`src/rtl/mem_stage_pkg.sv`:
```
// Shared definitions for the memory stage: write-back select codes,
// FSM state encoding and the default memory timeout.
package mem_stage_pkg;

  localparam logic [1:0] WB_ALU   = 2'b00;
  localparam logic [1:0] WB_MEM   = 2'b01;
  localparam logic [1:0] WB_SHIFT = 2'b10;
  localparam logic [1:0] WB_LINK  = 2'b11;

  localparam int DEFAULT_TIMEOUT = 15;
  localparam int WAIT_CNT_W      = 4;

  typedef enum logic {
    S_IDLE = 1'b0,
    S_WAIT = 1'b1
  } mem_state_e;

endpackage

```
`src/rtl/wb_select_mux.sv`:
```
// Combinational 4:1 x 16 write-back data selector.
module wb_select_mux
  import mem_stage_pkg::*;
(
  input  logic [1:0]  sel,
  input  logic [15:0] alu_data,
  input  logic [15:0] mem_data,
  input  logic [15:0] shift_data,
  input  logic [15:0] link_data,
  output logic [15:0] wb_data
);

  always_comb begin
    wb_data = alu_data;
    case (sel)
      WB_ALU:   wb_data = alu_data;
      WB_MEM:   wb_data = mem_data;
      WB_SHIFT: wb_data = shift_data;
      WB_LINK:  wb_data = link_data;
      default:  wb_data = alu_data;
    endcase
  end

endmodule

```
`src/rtl/mem_access_unit.sv`:
```
// MEM pipeline stage: issues data-memory requests, stalls the front of the
// pipeline while waiting for ack, and drives the MEM/WB register.
module mem_access_unit
  import mem_stage_pkg::*;
#(
  parameter int TIMEOUT = DEFAULT_TIMEOUT
) (
  input  logic        clk,
  input  logic        reset,
  input  logic        RegWrite_n,
  input  logic [15:0] link_pc_n,
  input  logic        mem_read_n,
  input  logic        mem_write_n,
  input  logic [1:0]  write_back_n,
  input  logic [15:0] ALU_output_n,
  input  logic [15:0] shift_output_n,
  input  logic [3:0]  write_address_n,
  input  logic [15:0] data_memory_write_n,
  output logic        dmem_req,
  output logic        dmem_we,
  output logic [15:0] dmem_addr,
  output logic [15:0] dmem_wdata,
  input  logic [15:0] dmem_rdata,
  input  logic        dmem_ack,
  output logic        stall,
  output logic        RegWrite_wb,
  output logic [3:0]  write_address_wb,
  output logic [15:0] write_data_wb,
  output logic        mem_err
);

  localparam logic [WAIT_CNT_W-1:0] CNT_LAST = WAIT_CNT_W'(TIMEOUT - 1);

  mem_state_e            state_reg, state_next;
  logic [WAIT_CNT_W-1:0] cnt_reg, cnt_next;
  logic [15:0]           addr_reg, addr_next;
  logic [15:0]           wdata_reg, wdata_next;
  logic [15:0]           shift_reg, shift_next;
  logic [15:0]           link_reg, link_next;
  logic                  we_reg, we_next;
  logic                  rd_reg, rd_next;
  logic                  regwrite_reg, regwrite_next;
  logic [3:0]            waddr_reg, waddr_next;
  logic [1:0]            wb_reg, wb_next;
  logic                  rw_wb_reg, rw_wb_next;
  logic [3:0]            waddr_wb_reg, waddr_wb_next;
  logic [15:0]           wdata_wb_reg, wdata_wb_next;
  logic                  mem_err_reg, mem_err_next;

  logic                  in_wait;
  logic [1:0]            mux_sel;
  logic [15:0]           mux_alu, mux_mem, mux_shift, mux_link, mux_out;

  // In WAIT the mux works on the latched instruction; in IDLE on the live one.
  assign in_wait   = (state_reg == S_WAIT);
  assign mux_sel   = in_wait ? wb_reg    : write_back_n;
  assign mux_alu   = in_wait ? addr_reg  : ALU_output_n;
  assign mux_shift = in_wait ? shift_reg : shift_output_n;
  assign mux_link  = in_wait ? link_reg  : link_pc_n;
  assign mux_mem   = (in_wait && rd_reg) ? dmem_rdata : 16'h0000;

  wb_select_mux u_wb_select_mux (
    .sel        (mux_sel),
    .alu_data   (mux_alu),
    .mem_data   (mux_mem),
    .shift_data (mux_shift),
    .link_data  (mux_link),
    .wb_data    (mux_out)
  );

  always_comb begin
    state_next    = state_reg;
    cnt_next      = cnt_reg;
    addr_next     = addr_reg;
    wdata_next    = wdata_reg;
    shift_next    = shift_reg;
    link_next     = link_reg;
    we_next       = we_reg;
    rd_next       = rd_reg;
    regwrite_next = regwrite_reg;
    waddr_next    = waddr_reg;
    wb_next       = wb_reg;
    rw_wb_next    = 1'b0;
    waddr_wb_next = waddr_wb_reg;
    wdata_wb_next = wdata_wb_reg;
    mem_err_next  = mem_err_reg;
    stall         = 1'b0;
    case (state_reg)
      S_IDLE: begin
        if (mem_read_n || mem_write_n) begin
          stall         = 1'b1;
          state_next    = S_WAIT;
          cnt_next      = '0;
          addr_next     = ALU_output_n;
          wdata_next    = data_memory_write_n;
          shift_next    = shift_output_n;
          link_next     = link_pc_n;
          we_next       = mem_write_n;
          rd_next       = mem_read_n & ~mem_write_n;
          regwrite_next = RegWrite_n;
          waddr_next    = write_address_n;
          wb_next       = write_back_n;
        end else begin
          rw_wb_next    = RegWrite_n;
          waddr_wb_next = write_address_n;
          wdata_wb_next = mux_out;
        end
      end
      S_WAIT: begin
        if (dmem_ack) begin
          state_next    = S_IDLE;
          rw_wb_next    = regwrite_reg;
          waddr_wb_next = waddr_reg;
          wdata_wb_next = mux_out;
        end else if (cnt_reg == CNT_LAST) begin
          // Counter would reach TIMEOUT this cycle: abandon the access.
          state_next   = S_IDLE;
          mem_err_next = 1'b1;
        end else begin
          stall    = 1'b1;
          cnt_next = cnt_reg + 1'b1;
        end
      end
      default: state_next = S_IDLE;
    endcase
  end

  always_ff @(posedge clk) begin
    if (reset) begin
      state_reg    <= S_IDLE;
      cnt_reg      <= '0;
      addr_reg     <= '0;
      wdata_reg    <= '0;
      shift_reg    <= '0;
      link_reg     <= '0;
      we_reg       <= 1'b0;
      rd_reg       <= 1'b0;
      regwrite_reg <= 1'b0;
      waddr_reg    <= '0;
      wb_reg       <= '0;
      rw_wb_reg    <= 1'b0;
      waddr_wb_reg <= '0;
      wdata_wb_reg <= '0;
      mem_err_reg  <= 1'b0;
    end else begin
      state_reg    <= state_next;
      cnt_reg      <= cnt_next;
      addr_reg     <= addr_next;
      wdata_reg    <= wdata_next;
      shift_reg    <= shift_next;
      link_reg     <= link_next;
      we_reg       <= we_next;
      rd_reg       <= rd_next;
      regwrite_reg <= regwrite_next;
      waddr_reg    <= waddr_next;
      wb_reg       <= wb_next;
      rw_wb_reg    <= rw_wb_next;
      waddr_wb_reg <= waddr_wb_next;
      wdata_wb_reg <= wdata_wb_next;
      mem_err_reg  <= mem_err_next;
    end
  end

  assign dmem_req         = in_wait;
  assign dmem_we          = in_wait & we_reg;
  assign dmem_addr        = addr_reg;
  assign dmem_wdata       = wdata_reg;
  assign RegWrite_wb      = rw_wb_reg;
  assign write_address_wb = waddr_wb_reg;
  assign write_data_wb    = wdata_wb_reg;
  assign mem_err          = mem_err_reg;

endmodule

```
`config.mk`:
```
export PLATFORM = sky130hd
export DESIGN_NAME = mem_access_unit
export DESIGN_NICKNAME = d
export VERILOG_FILES = /design/src/rtl/mem_stage_pkg.sv /design/src/rtl/wb_select_mux.sv /design/src/rtl/mem_access_unit.sv
export SDC_FILE = /design/constraint.sdc
export NUM_CORES = 1
export LEC_CHECK = 0
export ABC_CLOCK_PERIOD_IN_PS = 1700
export CORE_MARGIN = 2
export CORE_UTILIZATION = 47
export CTS_BUF_LIST = sky130_fd_sc_hd__clkbuf_4 sky130_fd_sc_hd__clkbuf_8
export DETAILED_ROUTE_END_ITERATION = 7
export GPL_TIMING_DRIVEN = 0
export HOLD_SLACK_MARGIN = 0.06
export PLACE_DENSITY = 0.82
export SYNTH_ARGS = -nofsm -noshare
export SYNTH_HDL_FRONTEND = slang
export SYNTH_SLANG_ARGS = --single-unit
```
`constraint.sdc`:
```
create_clock -name clk -period 1.7 [get_ports clk]
set_input_delay 0.34 -clock clk [delete_from_list [all_inputs] [get_ports clk]]
set_output_delay 0.34 -clock clk [all_outputs]
set_load 0.03 [all_outputs]
```
==> flow_metrics.env, run 1 <==
export IMPL_status="complete, but fails checks"
export IMPL_violations="setup timing"
export IMPL_drv_slew=0
export IMPL_setup_tns_final_ns=-0.3000
export IMPL_min_period_ns=1.814
export IMPL_avgRoutedWirePerCell_um=18.55
export IMPL_fill_cells=725
export IMPL_criticalPathCategory="reg -> out"
export IMPL_grt_pass1_vias=4809
export IMPL_reg2reg_to="write_data_wb[10]$_SDFFE_PP0P_"
export IMPL_tightest_slew_ns=0.6255
export IMPL_critical_path_most_common_cell="inv_2"
export IMPL_die_w_um=101.7
export IMPL_dieArea_um2=10340
export IMPL_cts_max_level=3
export IMPL_syn_area_um2=4486
export IMPL_cp_data_arrival_time_ns=1.47
export IMPL_drc=0
export IMPL_die_h_um=101.7
export IMPL_ys_seq_area_share_pct=44.63
export IMPL_mostFrequentLayoutCell="nand2_1"
export IMPL_drt_iter0_markers=337
export IMPL_io_pins=149
export IMPL_cp_cell_sequence="inv_2, ha_2, and3_4, o21a_4, inv_2, buf_6"
export IMPL_ctsLongestPathBuffers=2
export IMPL_hp_class="reg -> reg"
export IMPL_grt_pass1_wl_mm=24.24
export IMPL_drv_cap=0
export IMPL_leakagePower_nw=2.774
export IMPL_final_hold_viol_count=0
export IMPL_core_um2=9240
export IMPL_synth_seq_cells=100
export IMPL_syn_nets=657
export IMPL_n_antenna_cell=0
export IMPL_final_period_utilization_pct=106.7
export IMPL_fin_hold_ws_ns=0.4510
export IMPL_cts_hold_buffers=0
export IMPL_antenna_found_initial=0
export IMPL_globalplace_congestion=0.9102
export IMPL_hold_end="write_data_wb[9]$_SDFFE_PP0P_"
export IMPL_areaGrowthSynthToFinish_pct=50.49
export IMPL_grt_usage_pct=30.37
export IMPL_path_max_fanout=2
export IMPL_rows=35
export IMPL_start_util_pct=48.54
export IMPL_dp_hpwl_mm=11.44
export IMPL_routed_via_count=5060
export IMPL_hold_start="write_data_wb[9]$_SDFFE_PP0P_"
export IMPL_cts_root_buf="clkbuf_8"
export IMPL_register_area_um2=2007
export IMPL_setup_ws_ns=-0.1138
export IMPL_synth_edf_count=0
export IMPL_startpoint="cnt_reg[0]$_SDFFE_PP0P_"
export IMPL_cts_tree="yes"
export IMPL_cp_num_cells=6
export IMPL_relSlewSlack_pct=58.30
export IMPL_p_total_mw=5.962
export IMPL_crit_family="flip-flops"
export IMPL_ant_nets=0
export IMPL_worst_path_largest_cell_delay_ns=0.35
export IMPL_ys_types=51
export IMPL_regToRegSetupSlack_ns=-0.07
export IMPL_avgViaCountPerCell=5.809
export IMPL_cellPowerDensity_nw_per_um2=883.2
export IMPL_clock_skew_ns=0.01253
export IMPL_cts_num_sinks=100
export IMPL_postSynthAreaPerCell_um2=7.967
export IMPL_start_kind="flip-flop"
export IMPL_io_buffers=148
export IMPL_rsz0062_at_grt="true"
export IMPL_synth_cells=563
export IMPL_worst_path_buf_inv=3
export IMPL_fmax_ghz=0.5513
export IMPL_synthArstFlopShare_pct=0
export IMPL_pwr_share_comb_pct=26.8
export IMPL_power_switching_mw=1.890
export IMPL_slowest_stage="dfxtp_2"
export IMPL_multi_input_area_um2=2459
export IMPL_cts_buffers=9
export IMPL_whs_path_depth=2
export IMPL_r2r_start="dmem_req$_SDFF_PP0_"
export IMPL_reg2reg_depth=7
export IMPL_clkLatencyLatePin_ns=0.37
export IMPL_fin_area_um2=6750
export IMPL_setup_viol=6
export IMPL_layout_common_cells="nand2_1, dfxtp_1, clkdlybuf4s50_1"
export IMPL_routed_wl_mm=16.15
export IMPL_layout_nets=831
export IMPL_clk_pin_slew_ns=0.10
export IMPL_yosys_most_used_dff="dfxtp_1"
export IMPL_drive_above_1_share_pct=15.23
export IMPL_overflow=0
export IMPL_clockPowerShare_pct=29.2
export IMPL_p_sw_share_pct=31.71
export IMPL_endpoint_kind="output pin"
export IMPL_postPlaceCellArea_um2=6130
export IMPL_p_int_mw=4.071
export IMPL_final_util_pct=73.05
export IMPL_synth_warnings=0
export IMPL_cp_data_required_time_ns=1.36
export IMPL_grt_max_degree=17
export IMPL_seq_power_share_pct=44.1
export IMPL_ir_drop_uv=569.7
export IMPL_firstDrtPassIters=7
## kinds of logic after synthesis
logic type	share of synthesized area [%]
and+or+nand+nor	21.45
AOI/OAI and AO/OA	25.33
muxes	2.678
adders and majority gates	0.5578
DFF	44.63
buffers and inverters	5.355
## per-layer routing
metal	up-vias	global-route usage (%)	part of all wire (%)
met4	0	10.81	2.7
met1	2414	38.53	39
met3	43	6.280	9.1
met5	-	0	0
met2	279	51.11	49
li1	2324	-	-
## how the worst max path moves through the flow
stage                                                end
after detailed placement  write_data_wb[10]$_SDFFE_PP0P_
after global placement    write_data_wb[10]$_SDFFE_PP0P_
after CTS                                          stall
final                                              stall
after global routing                               stall
after floorplan                  cnt_reg[2]$_SDFFE_PP0P_
## what timing repair did
item,CTS,global route
cloned,0,1
endpoints found under the setup margin,143,74
pin swaps,1,15
endpoints found under the hold margin,0,0
resized for setup,108,67
setup buffers,4,12
## per-stage QoR
stage | setup WS (ns) | std cells
3_3_place_gp | -0.9614 | 840
3_5_place_dp | -0.9746 | 840
5_1_grt | -0.1470 | 871
6_report | -0.1138 | 871
4_1_cts | -0.09869 | 860
2_1_floorplan | 0.03788 | 563
## cell usage after synthesis (9+ instances only)
master	instances	share of area [%]
nor2_1	19	1.6
mux2i_1	12	2.7
a222oi_1	9	2.0
dfxtp_1	100	45
nand2_1	171	14
o21ai_0	11	1.2
clkbuf_1	22	1.8
o221ai_1	14	2.7
a21oi_1	83	9.3
buf_2	17	1.9
## final cells by class
cell class	instances	area share, %
Clock inverter	5	1.260
Multi-Input combinational cell	413	36.42
Buffer	44	4.319
Inverter	4	0.2780
Clock buffer	11	2.057
Tap cell	129	2.391
Sequential cell	100	29.73
Timing Repair Buffer	165	23.54
## worst min-delay path: stages (launching register included)
cell and delay [ns]:
dfxtp_1 0.32, nand2_1 0.05, o21ai_1 0.05
## power groups by stage
stage	clock [mW]	sequential, mW	combinational, mW
finish	1.74	2.63	1.60
CTS	1.73	2.62	1.44
global route	1.83	2.64	1.70
floorplan	0	2.85	0.595
global placement	0	2.66	1.42
detailed placement	0	2.67	1.45
(Power assumes the default switching activity.)
==> run 2: changes to the inputs <==
--- a/config.mk
+++ b/config.mk
@@ -6,6 +6,7 @@
 export NUM_CORES = 1
 export LEC_CHECK = 0
 export ABC_CLOCK_PERIOD_IN_PS = 1700
+export CORE_ASPECT_RATIO = 0.8
 export CORE_MARGIN = 2
 export CORE_UTILIZATION = 47
 export CTS_BUF_LIST = sky130_fd_sc_hd__clkbuf_4 sky130_fd_sc_hd__clkbuf_8
==> run 2 against run 1 <==
The run ends with DRC, setup timing left; clock power is 16% lower; final cell count is 1.7% lower; worst hold slack worse by 0.0036 ns; flip-flop and latch count stayed put; global-route usage is 0.59 points lower; via count is 0.97% higher; clock skew hardly changed; critical endpoint unchanged; largest power group unchanged; highest routed layer unchanged.
==> flow_metrics.env, run 2 (synthesis results as in run 1) <==
export IMPL_status="complete, but fails checks"
export IMPL_violations="DRC, setup timing"
export IMPL_dp_hpwl_mm=11.32
export IMPL_cellPowerDensity_nw_per_um2=854.5
export IMPL_cts_tree="yes"
export IMPL_fmax_ghz=0.5506
export IMPL_cp_cell_sequence="ha_4, and3_4, o21a_4, inv_2, buf_6"
export IMPL_mostFrequentLayoutCell="nand2_1"
export IMPL_rows=31
export IMPL_dpl_cell_count=826
export IMPL_stdcell_count=856
export IMPL_dieArea_um2=10350
export IMPL_setup_ws_ns=-0.1163
export IMPL_worst_path_buf_inv=2
export IMPL_path_max_fanout=4
export IMPL_slowest_stage="dfxtp_1"
export IMPL_core_um2=9154
export IMPL_relSlewSlack_pct=57.93
export IMPL_clkLatencyLatePin_ns=0.38
export IMPL_avgViaCountPerCell=5.968
export IMPL_cp_num_cells=5
export IMPL_seq_power_share_pct=46.6
export IMPL_routed_via_count=5109
export IMPL_clk_pin_slew_ns=0.11
export IMPL_tightest_slew_ns=0.6311
export IMPL_cts_max_level=3
export IMPL_ant_nets=0
export IMPL_start_util_pct=49.00
export IMPL_io_buffers=148
export IMPL_cp_data_arrival_time_ns=1.48
export IMPL_clockPowerShare_pct=25.9
export IMPL_r2r_start="dmem_req$_SDFF_PP0_"
export IMPL_power_switching_mw=1.917
export IMPL_postPlaceCellArea_um2=6112
export IMPL_grt_usage_pct=29.78
export IMPL_firstDrtPassIters=8
export IMPL_crit_family="flip-flops"
export IMPL_io_pins=149
export IMPL_endpoint_kind="output pin"
export IMPL_ir_drop_uv=616.1
export IMPL_antenna_found_initial=0
export IMPL_avgRoutedWirePerCell_um=18.86
export IMPL_n_antenna_cell=0
export IMPL_drive_above_1_share_pct=13.77
export IMPL_areaGrowthSynthToFinish_pct=47.03
export IMPL_fin_hold_ws_ns=0.4474
export IMPL_grt_max_degree=19
export IMPL_die_h_um=91.38
export IMPL_drt_iter0_markers=681
export IMPL_criticalPathCategory="reg -> out"
export IMPL_layout_common_cells="nand2_1, dfxtp_1, clkdlybuf4s50_1"
export IMPL_pwr_share_comb_pct=27.5
export IMPL_grt_pass1_wl_mm=24.36
export IMPL_setup_viol=2
export IMPL_routed_wl_mm=16.14
export IMPL_hp_class="reg -> reg"
export IMPL_cp_data_required_time_ns=1.36
export IMPL_final_period_utilization_pct=106.8
export IMPL_overflow=0
export IMPL_endpoint="stall"
export IMPL_cts_num_sinks=100
export IMPL_p_total_mw=5.635
export IMPL_ctsLongestPathBuffers=2
export IMPL_cts_root_buf="clkbuf_8"
export IMPL_p_sw_share_pct=34.02
export IMPL_drv_slew=0
export IMPL_clock_skew_ns=0.01278
export IMPL_worst_path_largest_cell_delay_ns=0.45
export IMPL_drc=10
export IMPL_die_w_um=113.2
export IMPL_final_util_pct=72.05
export IMPL_p_int_mw=3.718
export IMPL_regToRegSetupSlack_ns=0
export IMPL_final_hold_viol_count=0
export IMPL_cts_buffers=9
export IMPL_grt_pass1_vias=4783
export IMPL_reg2reg_depth=7
export IMPL_start_kind="flip-flop"
export IMPL_leakagePower_nw=2.706
export IMPL_rsz0062_at_grt="true"
export IMPL_startpoint="cnt_reg[1]$_SDFFE_PP0P_"
export IMPL_drv_cap=0
export IMPL_layout_nets=830
export IMPL_globalplace_congestion=0.8677
export IMPL_fin_area_um2=6595
export IMPL_reg2reg_to="write_data_wb[9]$_SDFFE_PP0P_"
export IMPL_min_period_ns=1.816
==> run 2: cell types whose count changed in the layout (fill, tap and decap cells not counted), sizes merged <==
cell	previous run	this run
inv	4	6
clkinv	1	0
clkbuf	37	32
clkinvlp	2	5
bufinv	2	0
buf	37	39
==> run 2: through the flow <==
stage / setup TNS, ns / setup slack, ns
finish: -0.1557 / -0.1163
CTS: -0.1625 / -0.1148
global placement: -45.59 / -0.8713
global route: -0.7824 / -0.1493
floorplan: 0 / 0.03788
detailed placement: -47.55 / -0.9273
==> run 2: how the worst min path moves through the flow <==
stage                                   startpoint                             end  slack (ns)  cells past startpoint
floorplan                shift_reg[0]$_SDFFE_PP0P_       shift_reg[0]$_SDFFE_PP0P_        0.43                      2
global placement    write_data_wb[12]$_SDFFE_PP0P_  write_data_wb[12]$_SDFFE_PP0P_        0.44                      2
detailed placement   write_data_wb[9]$_SDFFE_PP0P_   write_data_wb[9]$_SDFFE_PP0P_        0.44                      2
CTS                  write_data_wb[9]$_SDFFE_PP0P_   write_data_wb[9]$_SDFFE_PP0P_        0.45                      2
global route         write_data_wb[9]$_SDFFE_PP0P_   write_data_wb[9]$_SDFFE_PP0P_        0.47                      2
finish               write_data_wb[9]$_SDFFE_PP0P_   write_data_wb[9]$_SDFFE_PP0P_        0.45                      2
==> run 2: power by group through the flow <==
stage / clock [mW] / combinational, mW / sequential [mW]
detailed placement: 0 / 1.44 / 2.68
floorplan: 0 / 0.595 / 2.85
global placement: 0 / 1.42 / 2.67
finish: 1.46 / 1.55 / 2.63
global route: 1.57 / 1.64 / 2.64
CTS: 1.47 / 1.45 / 2.62
==> run 2: final cells by class <==
type / instances / area (µm²)
Multi-Input combinational cell: 413 / 2426
Clock buffer: 9 / 123.9
Inverter: 4 / 21.27
Buffer: 42 / 245.2
Sequential cell: 100 / 2009
Timing Repair Buffer: 166 / 1567
Clock inverter: 7 / 58.81
Fill cell: 724 / 2559
Tap cell: 115 / 143.9
==> run 2: repair_timing <==
item,in CTS,in global routing
endpoints found under the hold margin,0,0
hold buffers,0,0
resized for setup,108,40
pin swaps,4,8
endpoints found under the setup margin,143,88
setup buffers,6,12
==> run 2: tightest hold or removal path, cell delays in order (launching register included) <==
cell	delay, ns
dfxtp_1	0.32
nand2_1	0.05
o21ai_1	0.05
==> run 2: routing by layer <==
metal,vias up,track usage (%),part of all wire [%]
met1,2371,37.73,39
met3,56,9.212,12
met5,-,0,0
met4,0,10.57,3.1
li1,2322,-,-
met2,360,47.90,46
==> run 3: changes to the inputs <==
--- a/config.mk
+++ b/config.mk
@@ -10,6 +10,7 @@
 export CORE_MARGIN = 2
 export CORE_UTILIZATION = 47
 export CTS_BUF_LIST = sky130_fd_sc_hd__clkbuf_4 sky130_fd_sc_hd__clkbuf_8
+export CTS_CLUSTER_SIZE = 28
 export DETAILED_ROUTE_END_ITERATION = 7
 export GPL_TIMING_DRIVEN = 0
 export HOLD_SLACK_MARGIN = 0.06
==> results of run 3 <==
Same layout as run 2: the final DEF is identical, and so are final timing and power.
